### src/rtl/nv_ram_rwsthp_param.sv
// nv_ram_rwsthp_param: parametrised two-port RAM wrapper.
// It has one write port, a registered read address, a gated output register
// and a bypass mux. It also provides a post-reset init sweep, optional
// write-to-read forwarding, output-valid tracking and a sticky
// out-of-range address flag.
module nv_ram_rwsthp_param #(
    parameter int               DEPTH    = 60,
    parameter int               WIDTH    = 21,
    parameter int               AW       = 6,
    parameter bit               INIT_EN  = 1'b1,
    parameter logic [WIDTH-1:0] INIT_VAL = '0,
    parameter bit               FWD_EN   = 1'b0,
    parameter bit               FORCE_CONTENTION_ASSERTION_RESET_ACTIVE = 1'b0
) (
    input  logic             clk,
    input  logic             rst,
    input  logic [AW-1:0]    ra,
    input  logic             re,
    input  logic             ore,
    output logic [WIDTH-1:0] dout,
    output logic             dout_vld,
    input  logic [AW-1:0]    wa,
    input  logic             we,
    input  logic [WIDTH-1:0] di,
    input  logic             byp_sel,
    input  logic [WIDTH-1:0] dbyp,
    input  logic [31:0]      pwrbus_ram_pd,
    output logic             init_busy,
    output logic             addr_err
);

    localparam logic [0:0]    ST_IDLE   = 1'b0;
    localparam logic [0:0]    ST_INIT   = 1'b1;
    localparam logic [0:0]    ST_RESET  = INIT_EN ? ST_INIT : ST_IDLE;
    localparam logic [AW:0]   DEPTH_W   = (AW+1)'(DEPTH);
    localparam logic [AW-1:0] LAST_ADDR = AW'(DEPTH - 1);

    // The power-down bus and the contention parameter exist only so this
    // block can drop in for the old fixed-size RAMs.
    localparam bit unused_force_contention = FORCE_CONTENTION_ASSERTION_RESET_ACTIVE;
    logic unused_pwrbus;
    assign unused_pwrbus = ^pwrbus_ram_pd;

    logic [WIDTH-1:0] mem [DEPTH];

    logic [0:0]       state_q,    state_d;
    logic [AW-1:0]    init_ptr_q, init_ptr_d;
    logic [AW-1:0]    ra_lat_q,   ra_lat_d;
    logic             rd_pend_q,  rd_pend_d;
    logic [WIDTH-1:0] dout_q,     dout_d;
    logic             dout_vld_q, dout_vld_d;
    logic             addr_err_q, addr_err_d;

    logic             wr_ok, rd_ok, fwd_hit;
    logic [WIDTH-1:0] ram_q;
    logic             mem_we;
    logic [AW-1:0]    mem_wa;
    logic [WIDTH-1:0] mem_wd;

    assign init_busy = (state_q == ST_INIT);
    assign wr_ok     = ({1'b0, wa} < DEPTH_W);
    assign rd_ok     = ({1'b0, ra_lat_q} < DEPTH_W);
    assign ram_q     = rd_ok ? mem[ra_lat_q] : '0;
    assign fwd_hit   = FWD_EN && we && (wa == ra_lat_q);
    assign dout      = dout_q;
    assign dout_vld  = dout_vld_q;
    assign addr_err  = addr_err_q;

    // Init sweep: step the pointer through every word, then go idle.
    always_comb begin
        // NOTE: every always_comb output gets a default first so that no path leaves it unassigned and infers a latch.
        state_d    = state_q;
        init_ptr_d = init_ptr_q;
        if (state_q == ST_INIT) begin
            init_ptr_d = init_ptr_q + AW'(1);
            if (init_ptr_q == LAST_ADDR) begin
                state_d = ST_IDLE;
            end
        end
    end

    // Memory write source: the sweep owns the array while busy; otherwise
    // only in-range user writes reach it.
    always_comb begin
        mem_we = 1'b0;
        mem_wa = init_ptr_q;
        mem_wd = INIT_VAL;
        if (init_busy) begin
            mem_we = 1'b1;
        end else if (we && wr_ok) begin
            mem_we = 1'b1;
            mem_wa = wa;
            mem_wd = di;
        end
    end

    // Read address latch, output capture, valid tracking and range flag.
    always_comb begin
        ra_lat_d   = ra_lat_q;
        rd_pend_d  = rd_pend_q;
        dout_d     = dout_q;
        dout_vld_d = dout_vld_q;
        addr_err_d = addr_err_q;
        if (!init_busy) begin
            if (re) begin
                ra_lat_d = ra;
            end
            rd_pend_d = re | (rd_pend_q & ~ore);
            if (we && !wr_ok) begin
                addr_err_d = 1'b1;
            end
            if (ore) begin
                if (byp_sel) begin
                    dout_d = dbyp;
                end else if (fwd_hit) begin
                    dout_d = di;
                end else begin
                    dout_d = ram_q;
                end
                dout_vld_d = rd_pend_q | byp_sel;
                if (!rd_ok) begin
                    addr_err_d = 1'b1;
                end
            end
        end
    end

    // Control and output registers with synchronous reset.
    always_ff @(posedge clk) begin
        // NOTE: sequential state uses non-blocking assignments so every flop samples pre-edge values.
        if (rst) begin
            state_q    <= ST_RESET;
            init_ptr_q <= '0;
            ra_lat_q   <= '0;
            rd_pend_q  <= 1'b0;
            dout_q     <= '0;
            dout_vld_q <= 1'b0;
            addr_err_q <= 1'b0;
        end else begin
            state_q    <= state_d;
            init_ptr_q <= init_ptr_d;
            ra_lat_q   <= ra_lat_d;
            rd_pend_q  <= rd_pend_d;
            dout_q     <= dout_d;
            dout_vld_q <= dout_vld_d;
            addr_err_q <= addr_err_d;
        end
    end

    // Storage array write port.
    always_ff @(posedge clk) begin
        // NOTE: the array has no reset term so it maps onto RAM; only the sweep initialises it.
        if (!rst && mem_we) begin
            mem[mem_wa] <= mem_wd;
        end
    end

endmodule
### config.mk
export PLATFORM = sky130hd
export DESIGN_NAME = nv_ram_rwsthp_param
export DESIGN_NICKNAME = d
export VERILOG_FILES = /design/src/rtl/nv_ram_rwsthp_param.sv
export SDC_FILE = /design/constraint.sdc
export NUM_CORES = 1
export LEC_CHECK = 0
export CORE_MARGIN = 5
export CORE_UTILIZATION = 55
export DETAILED_ROUTE_END_ITERATION = 12
export HOLD_SLACK_MARGIN = 0.05
export PLACE_DENSITY = 0.78
export SKIP_LAST_GASP = 1
export SLEW_MARGIN = 20
export SYNTH_ARGS = -nofsm -noshare
export SYNTH_HDL_FRONTEND = slang
export SYNTH_SLANG_ARGS = --single-unit
### constraint.sdc
create_clock -name clk -period 4.3 [get_ports clk]
set_clock_uncertainty 0.2 [all_clocks]
set_input_delay 0.86 -clock clk [delete_from_list [all_inputs] [get_ports clk]]
set_output_delay 0.86 -clock clk [all_outputs]
set_load 0.01 [all_outputs]
* Word-level counts from Yosys, hierarchy flattened
Memory sizes are Yosys's and may differ from the RTL's. A register that Yosys moved wholly into a read port is not among the register bits.
Index checks and enable logic that the tools add are counted.
** Operators by class
- Bitwise gates (word level) :: 5
- Shifts and indexed selects :: 0
- Muxes and demuxes :: 17
- Reduce and logical (&&, ||, !) cells :: 7
- $mul :: 0
- Add/sub/neg operators :: 1
- Eq/ne operators :: 1
- Divide/modulo/power cells :: 0
- Order comparisons :: 2
** Operators with widths (count)
- $mux 21 :: 4
- $mux 6 :: 4
- $lt 6x6->1 const B :: 2
- $mux 1 :: 9
- $add 6x1->6 const B :: 1
- $eq 6x6->1 const B :: 1
- $reduce_and 2->1 :: 2
- $logic_and 1x1->1 :: 3
- $logic_not 1->1 :: 2
- $not 1->1 :: 2
- $or 1x1->1 :: 2
- $and 1x1->1 :: 1
** Storage, ports and cells
- RAM bits :: 1260
- Bits in read-only memories :: 0
- Register bits :: 37
- Bits of input ports :: 92
- Memories :: 1
- Bits in latches :: 0
- Logic and storage cells :: 41
- Output and inout port bits :: 24
** Memories
- mem :: depth 60, width 21, read ports 1, clocked after Yosys merged registers in 1, wr ports 1, line 44 : logic [WIDTH-1:0] mem [DEPTH];

* Longest topological paths before layout
Gate-level depths: netlist of run 1.
- Depth in word-level cells :: 7
- Gate-level depth with buffers :: 9
- Depth with buffers taken out :: 5

* Worst setup path before layout of run 1
Ideal clock, no wire load.
- Path kind :: input port to flip-flop
- From :: in we
- To :: mem mem[15][0], enable pin
- Library setup time :: 0.399 ns
- Path buffers :: 1
- Data arrival time :: 2.995 ns
- Required time :: 3.701 ns
- Stages on the path :: 6
- Setup slack :: 0.706 ns
- Path through :: nor2b_1 -> a21oi_1 -> or2_1 -> or3_1 -> clkbuf_1 -> nor2_1
** Between the ends
- Word-level cells in the longest chain between the ends :: 6
- Elaborated cells between the ends (all ways) :: 8
- Those cells by class :: mux: 6; reduce/logical: 2
** Ends and longest elaborated chain
- from (decl) :: line 23 : input logic we,
- $logic_and 1x1->1 * :: line 90 : end else if (we && wr_ok) begin
- $mux 1 :: line 90
- $mux 1 :: line 88 : if (init_busy) begin
- $logic_and 1x1->1 :: line 153 : if (!rst && mem_we) begin
- $mux 1 :: line 153
- $mux 1 (not written as such) :: line 154 : mem[mem_wa] <= mem_wd;
- to (decl) :: line 44
Every way passes the cells marked *; elsewhere a longest branch is shown, timed or not.

* Final worst setup path of run 1
- From :: in we
- To :: mem mem[14][8], enable pin
The elaborated chain is that of the path after synthesis.

==> results of run 1 <==
==> cells by family after synthesis <==
logic type | after synthesis | share of synthesized area
adders and majority gates | 1 | 0.000247
buffers and inverters | 146 | 0.0155
xor gates and xnor gates | 4 | 0.000693
and+or+nand+nor | 352 | 0.0336
DFF | 1303 | 0.765
muxes | 388 | 0.145
AOI/OAI and AO/OA | 290 | 0.0395
==> area by class of cell <==
class                   count  area (sq um)  share of cell area
repair buffers            243          2400              0.0416
multi-input cells        1035         11300               0.196
flip-flops and latches   1303         38700               0.671
clock buffers             166          3300              0.0572
well taps                1186          1480              0.0257
inverters                   4          15.0            0.000260
clock inverters            59           498             0.00863
diodes                      1          2.50           0.0000434
==> critical path, cell delays in order <==
cell and delay, ps:
clkdlybuf4s50_1 510, nor2b_1 370, a21oi_1 170, or2_1 290, or3_1 700, nor2_2 260, buf_4 350
==> worst paths after layout <==
path                from           to  slack, ps  cells after the start
max                   we   mem[14][8]        910                      7
min          ra_lat_q[0]  ra_lat_q[0]        310                      2
max reg2reg         flop     dout[17]        920                      7
min reg2reg  ra_lat_q[0]  ra_lat_q[0]        310                      2
==> Yosys cell counts, drive strengths merged, types with 10 or more instances <==
master / n
dfxtp: 43
nor3b: 12
a21oi: 43
o22ai: 52
o21ai: 13
a31oi: 12
edfxtp: 1260
clkbuf: 51
nor4: 12
nand3: 19
nor2b: 12
a211oi: 10
a22oi: 101
o211ai: 12
o221ai: 12
mux2i: 75
mux4: 273
nor3: 26
nand2b: 23
nand2: 83
nor2: 113
and3: 24
mux2: 40
a21o: 10
buf: 91
==> routing by layer <==
layer,routed length [um],share of wire,GRT usage,vias to the layer above
met5,16,0.00013,0,-
met4,5370,0.042,0.0946,2
met3,16200,0.13,0.0640,310
met2,59700,0.47,0.400,1933
met1,46000,0.36,0.366,13600
li1,-,-,-,10800
==> sequential cells by signal (all words and copies together), names as in the netlist, named ones only <==
| name | flops |
|---|---|
| addr_err | 1 |
| ra_lat_q | 6 |
| init_busy | 1 |
| dout_vld | 1 |
| init_ptr_q | 6 |
| dout | 21 |
| rd_pend_q | 1 |
| mem | 1260 |
==> power by group <==
part | switching, mW | total, mW | internal (mW)
logic | 0.157 | 0.259 | 0.102
registers | 0.0123 | 13.8 | 13.7
clock network | 4.49 | 10.3 | 5.76
==> results.tsv, run 1 <==
metric	value	unit
fin_crit_sh	0.787	
postPlaceCellArea	0.0539	sq mm
relSlewSlack	0.392	
dp_worst_setup_slack	267	ps
setup_slack	914	ps
ys_seq_area_frac	0.765	
final_cells	3997	
via_count	26700	
fin_nets	2800	
ys.flop_type	edfxtp_1	
dpl.cell_count	3771	
wl	127000	um
yosysTopAreaCell	edfxtp_1	
hold_class	reg2reg	
finalSetupTns	0	ps
powerDensity	421	mW/mm^2
syn_area	0.0506	sq mm
post-cts-setup-buffers	0	
async_flop_share	0	
holdWs	306	ps
ir_worst_vdd	0.398	mV
ctsHtreeMaxLevel	3	
rsz0062_at_grt	false	
cp_data_arrival_time	3530	ps
cts.sinks	1303	
fmax	295	MHz
power	24.3	mW
wl_per_cell	31.8	um
final_common_cell	edfxtp_1	
yosysWarnings	0	
synth_nets	2577	
required	4450	ps
coreArea	0.0915	sq mm
fillers	5858	
drc_errors	0	
ys_top_cells_by_area	edfxtp_1 (75%), mux4_2 (12%), dfxtp_1 (1.7%)	
setup_violations	0	
die_h	313	um
cts-resized-gates	0	
place.gp.congestion	0.909	
die_x	313	um
tightest_slew	904	ps
numCtsBuffers	120	
drt_iter0_drc	4035	
io_pins	116	
first_pass_iters	6	
viasPerCell	6.67	
critical_path_class	in2reg	
clk_pin_slew	60	ps
track_usage	0.259	
synth_edf_count	1260	
grt_pass1_vias	27000	
finalHoldViolCount	0	
num_rows	111	
fin_area	0.0577	sq mm
hold_buffers	0	
synth_top_cell_area_share	0.748	
max-clock-path-buffers	3	
ys_ff_latch	1303	
avgSynthCellArea	20.4	sq um
synth_cell_types	57	
crit_fanout	21	
initial_core_util	0.553	
synth_cells	2484	
postLayoutCoreUtil	0.630	
slew_viol_final	0	
leakage	19.3	nW
mostFrequentLayoutCells	edfxtp_1 (1260), mux4_2 (273), buf_4 (130)	
port_buffers	83	
status	finished, final reports clean	
tritoncts	yes	
grt_max_degree	71	
drive_gt1_frac	0.262	
grt-ovfl-total	0	
dieArea	0.0981	sq mm
cap_violations	0	
grt_pass1_wl	185000	um
start_kind	input port	
endpoint_kind	flop	
insertion_delay	690	ps
dp_hpwl	76900	um
period_minus_slack	3390	ps
root_buffer	clkbuf_16	
drtAntennaViolNets	0	
antenna_found_initial	1	
syn_to_final_growth	14.1	%
Note: power is estimated with default switching activity, not from simulation.
==> run 2: changes to the inputs <==
- PLACE_DENSITY: 0.78 -> 0.81
- clock period: 4.3 -> 2.85 ns (I/O delays scaled with it)
==> results.tsv, run 2 (synthesized netlist as in run 1, its figures left out) <==
metric	value	unit	change
ir_worst_vdd	0.407	mV	+2.0%
critical_path_class	in2reg		
grt_pass1_vias	28500		+5.4%
drc_errors	0		unchanged
cp_data_arrival_time	3090	ps	-440 ps
dp_hpwl	90700	um	+18%
num_rows	111		unchanged
via_count	28300		+6.1%
ctsHtreeMaxLevel	4		+1
die_x	313	um	unchanged
hold_class	in2reg		
clk_pin_slew	60	ps	about the same
track_usage	0.292		+0.0328
cts.sinks	1303		unchanged
crit_fanout	21		unchanged
setup_slack	-19.5	ps	-934 ps
fmax	348	MHz	
slew_viol_final	0		unchanged
numCtsBuffers	130		+8.3%
wl	144000	um	+14%
powerDensity	621	mW/mm^2	+48%
clkPwrFrac	0.435		+0.013
fin_area	0.0605	sq mm	+4.8%
initial_core_util	0.553		unchanged
tightest_slew	938	ps	+33.8 ps
drtAntennaViolNets	0		unchanged
fin_crit_sh	1.01		
mostFrequentLayoutCells	edfxtp_1 (1260), mux4_2 (273), buf_4 (188)		
endpoint_kind	flop		
comb_power_share	0.012		about the same
drt_iter0_drc	4665		+16%
grt_pass1_wl	204000	um	+10%
worstPathCellList	clkdlybuf4s50_1 -> nand4_1 -> a21oi_2 -> a2bb2o_1 -> or2_2 -> buf_4 -> nor2_4 -> buf_12		
cpLargestDelayFamily	buffers and inverters		
viasPerCell	6.81		+2.1%
violations	setup timing		
io_pins	116		unchanged
cp.depth	8		+1
syn_to_final_growth	19.6	%	
top_register	mem		
reg2regPathDepth	9		+2
status	finished, violations left		
die_h	313	um	unchanged
dp_worst_setup_slack	-722	ps	-989 ps
finalHoldViolCount	0		unchanged
max-clock-path-buffers	3		unchanged
crit_slowest_cell	clkdlybuf4s50_1		
period_minus_slack	2870	ps	
fin_nets	2961		+5.8%
place.gp.congestion	0.987		+8.5%
power.net_switching	7.58	mW	+63%
dieArea	0.0981	sq mm	unchanged
coreArea	0.0915	sq mm	unchanged
drive_gt1_frac	0.312		+0.0495
p_seq_frac	0.552		-0.015
tritoncts	yes		
hold_buffers	0		unchanged
root_buffer	clkbuf_16		
setup_violations	33		+33
max_stage_delay	620	ps	-80 ps
wl_per_cell	34.8	um	+9.3%
required	3070	ps	-1380 ps
start_kind	input port		
leakage	20.5	nW	+5.8%
port_buffers	83		unchanged
rsz0062_at_grt	true		
cap_violations	0		unchanged
postLayoutCoreUtil	0.661		+0.0303
first_pass_iters	8		+2
fillers	5500		-6.1%
switching_share	0.202		+0.00977
antenna_found_initial	2		+1
relSlewSlack	0.370		-0.0227
p_int	30.0	mW	+53%
grt_max_degree	61		-14%
grt-ovfl-total	0		unchanged
final_common_cell	edfxtp_1		
insertion_delay	740	ps	+50 ps
hold_path_depth	3		+1
timing.critical_path.buf_inv	3		+1
postPlaceCellArea	0.0560	sq mm	+4.0%
largest_reg_flops	1260		unchanged
run 2: cell types whose count changed in the layout (fill, tap and decap cells not counted), moves of 12 or more:
cell       previous run  this run
buf_12               30       112
buf_4               130       188
clkbuf_16           122       134
nand2_1              83        67
nand2_2               0        16
nor2_2               62        44
nor2_4                0        17
run 2: worst paths after layout:
path | slack, ps | startpoint | endpoint
max | -20 | wa[4] | mem[43][15]
min | 280 | ra[0] | flop
max reg2reg | -10 | flop | dout[6]
min reg2reg | 300 | rd_pend_q | rd_pend_q
run 2: area by class of cell:
type	instances	area, sq um	area share
diodes	4	10.0	0.000166
flip-flops and latches	1303	38700	0.640
clock inverters	63	638	0.0106
well taps	1186	1480	0.0245
inverters	4	15.0	0.000248
clock buffers	165	3380	0.0560
repair buffers	394	4750	0.0785
multi-input cells	1035	11500	0.190
run 2: power groups by stage:
stage	combinational (mW)	sequential, mW	clock [mW]
2_1_floorplan	0.141	21.2	0
5_1_grt	0.464	20.7	17.4
6_report	0.456	20.8	16.4
3_3_place_gp	0.420	21.2	0
3_5_place_dp	0.428	21.2	0
4_1_cts	0.437	20.8	16.5
run 2: what timing repair did:
item / CTS / global route
pin swaps: 0 / 2
setup buffers: 5 / 9
setup endpoints to repair: 10 / 348
cloned: 1 / 4
gates resized for setup: 12 / 26
run 2: through the flow:
step	total power, mW	hold slack, ps	setup TNS [ps]	instances
4_1_cts	37.7	261	0	4137
3_5_place_dp	21.6	280	-634480	3903
2_1_floorplan	21.3	258	-151570	2484
6_report	37.6	285	-295	4154
3_3_place_gp	21.6	259	-607090	3903
5_1_grt	38.6	304	-2180	4150
run 2: metal layers:
metal / wire length, um / GRT usage
met1: 49700 / 0.389
met2: 68600 / 0.459
met3: 18300 / 0.0744
met4: 7840 / 0.136
met5: 62 / 0
run 2: tightest hold or removal path, delay by kind of cell:
family	cells	cell delay [ps]
multiplexers	1	130
AND/OR/NAND/NOR	1	60
buffers and inverters	1	400
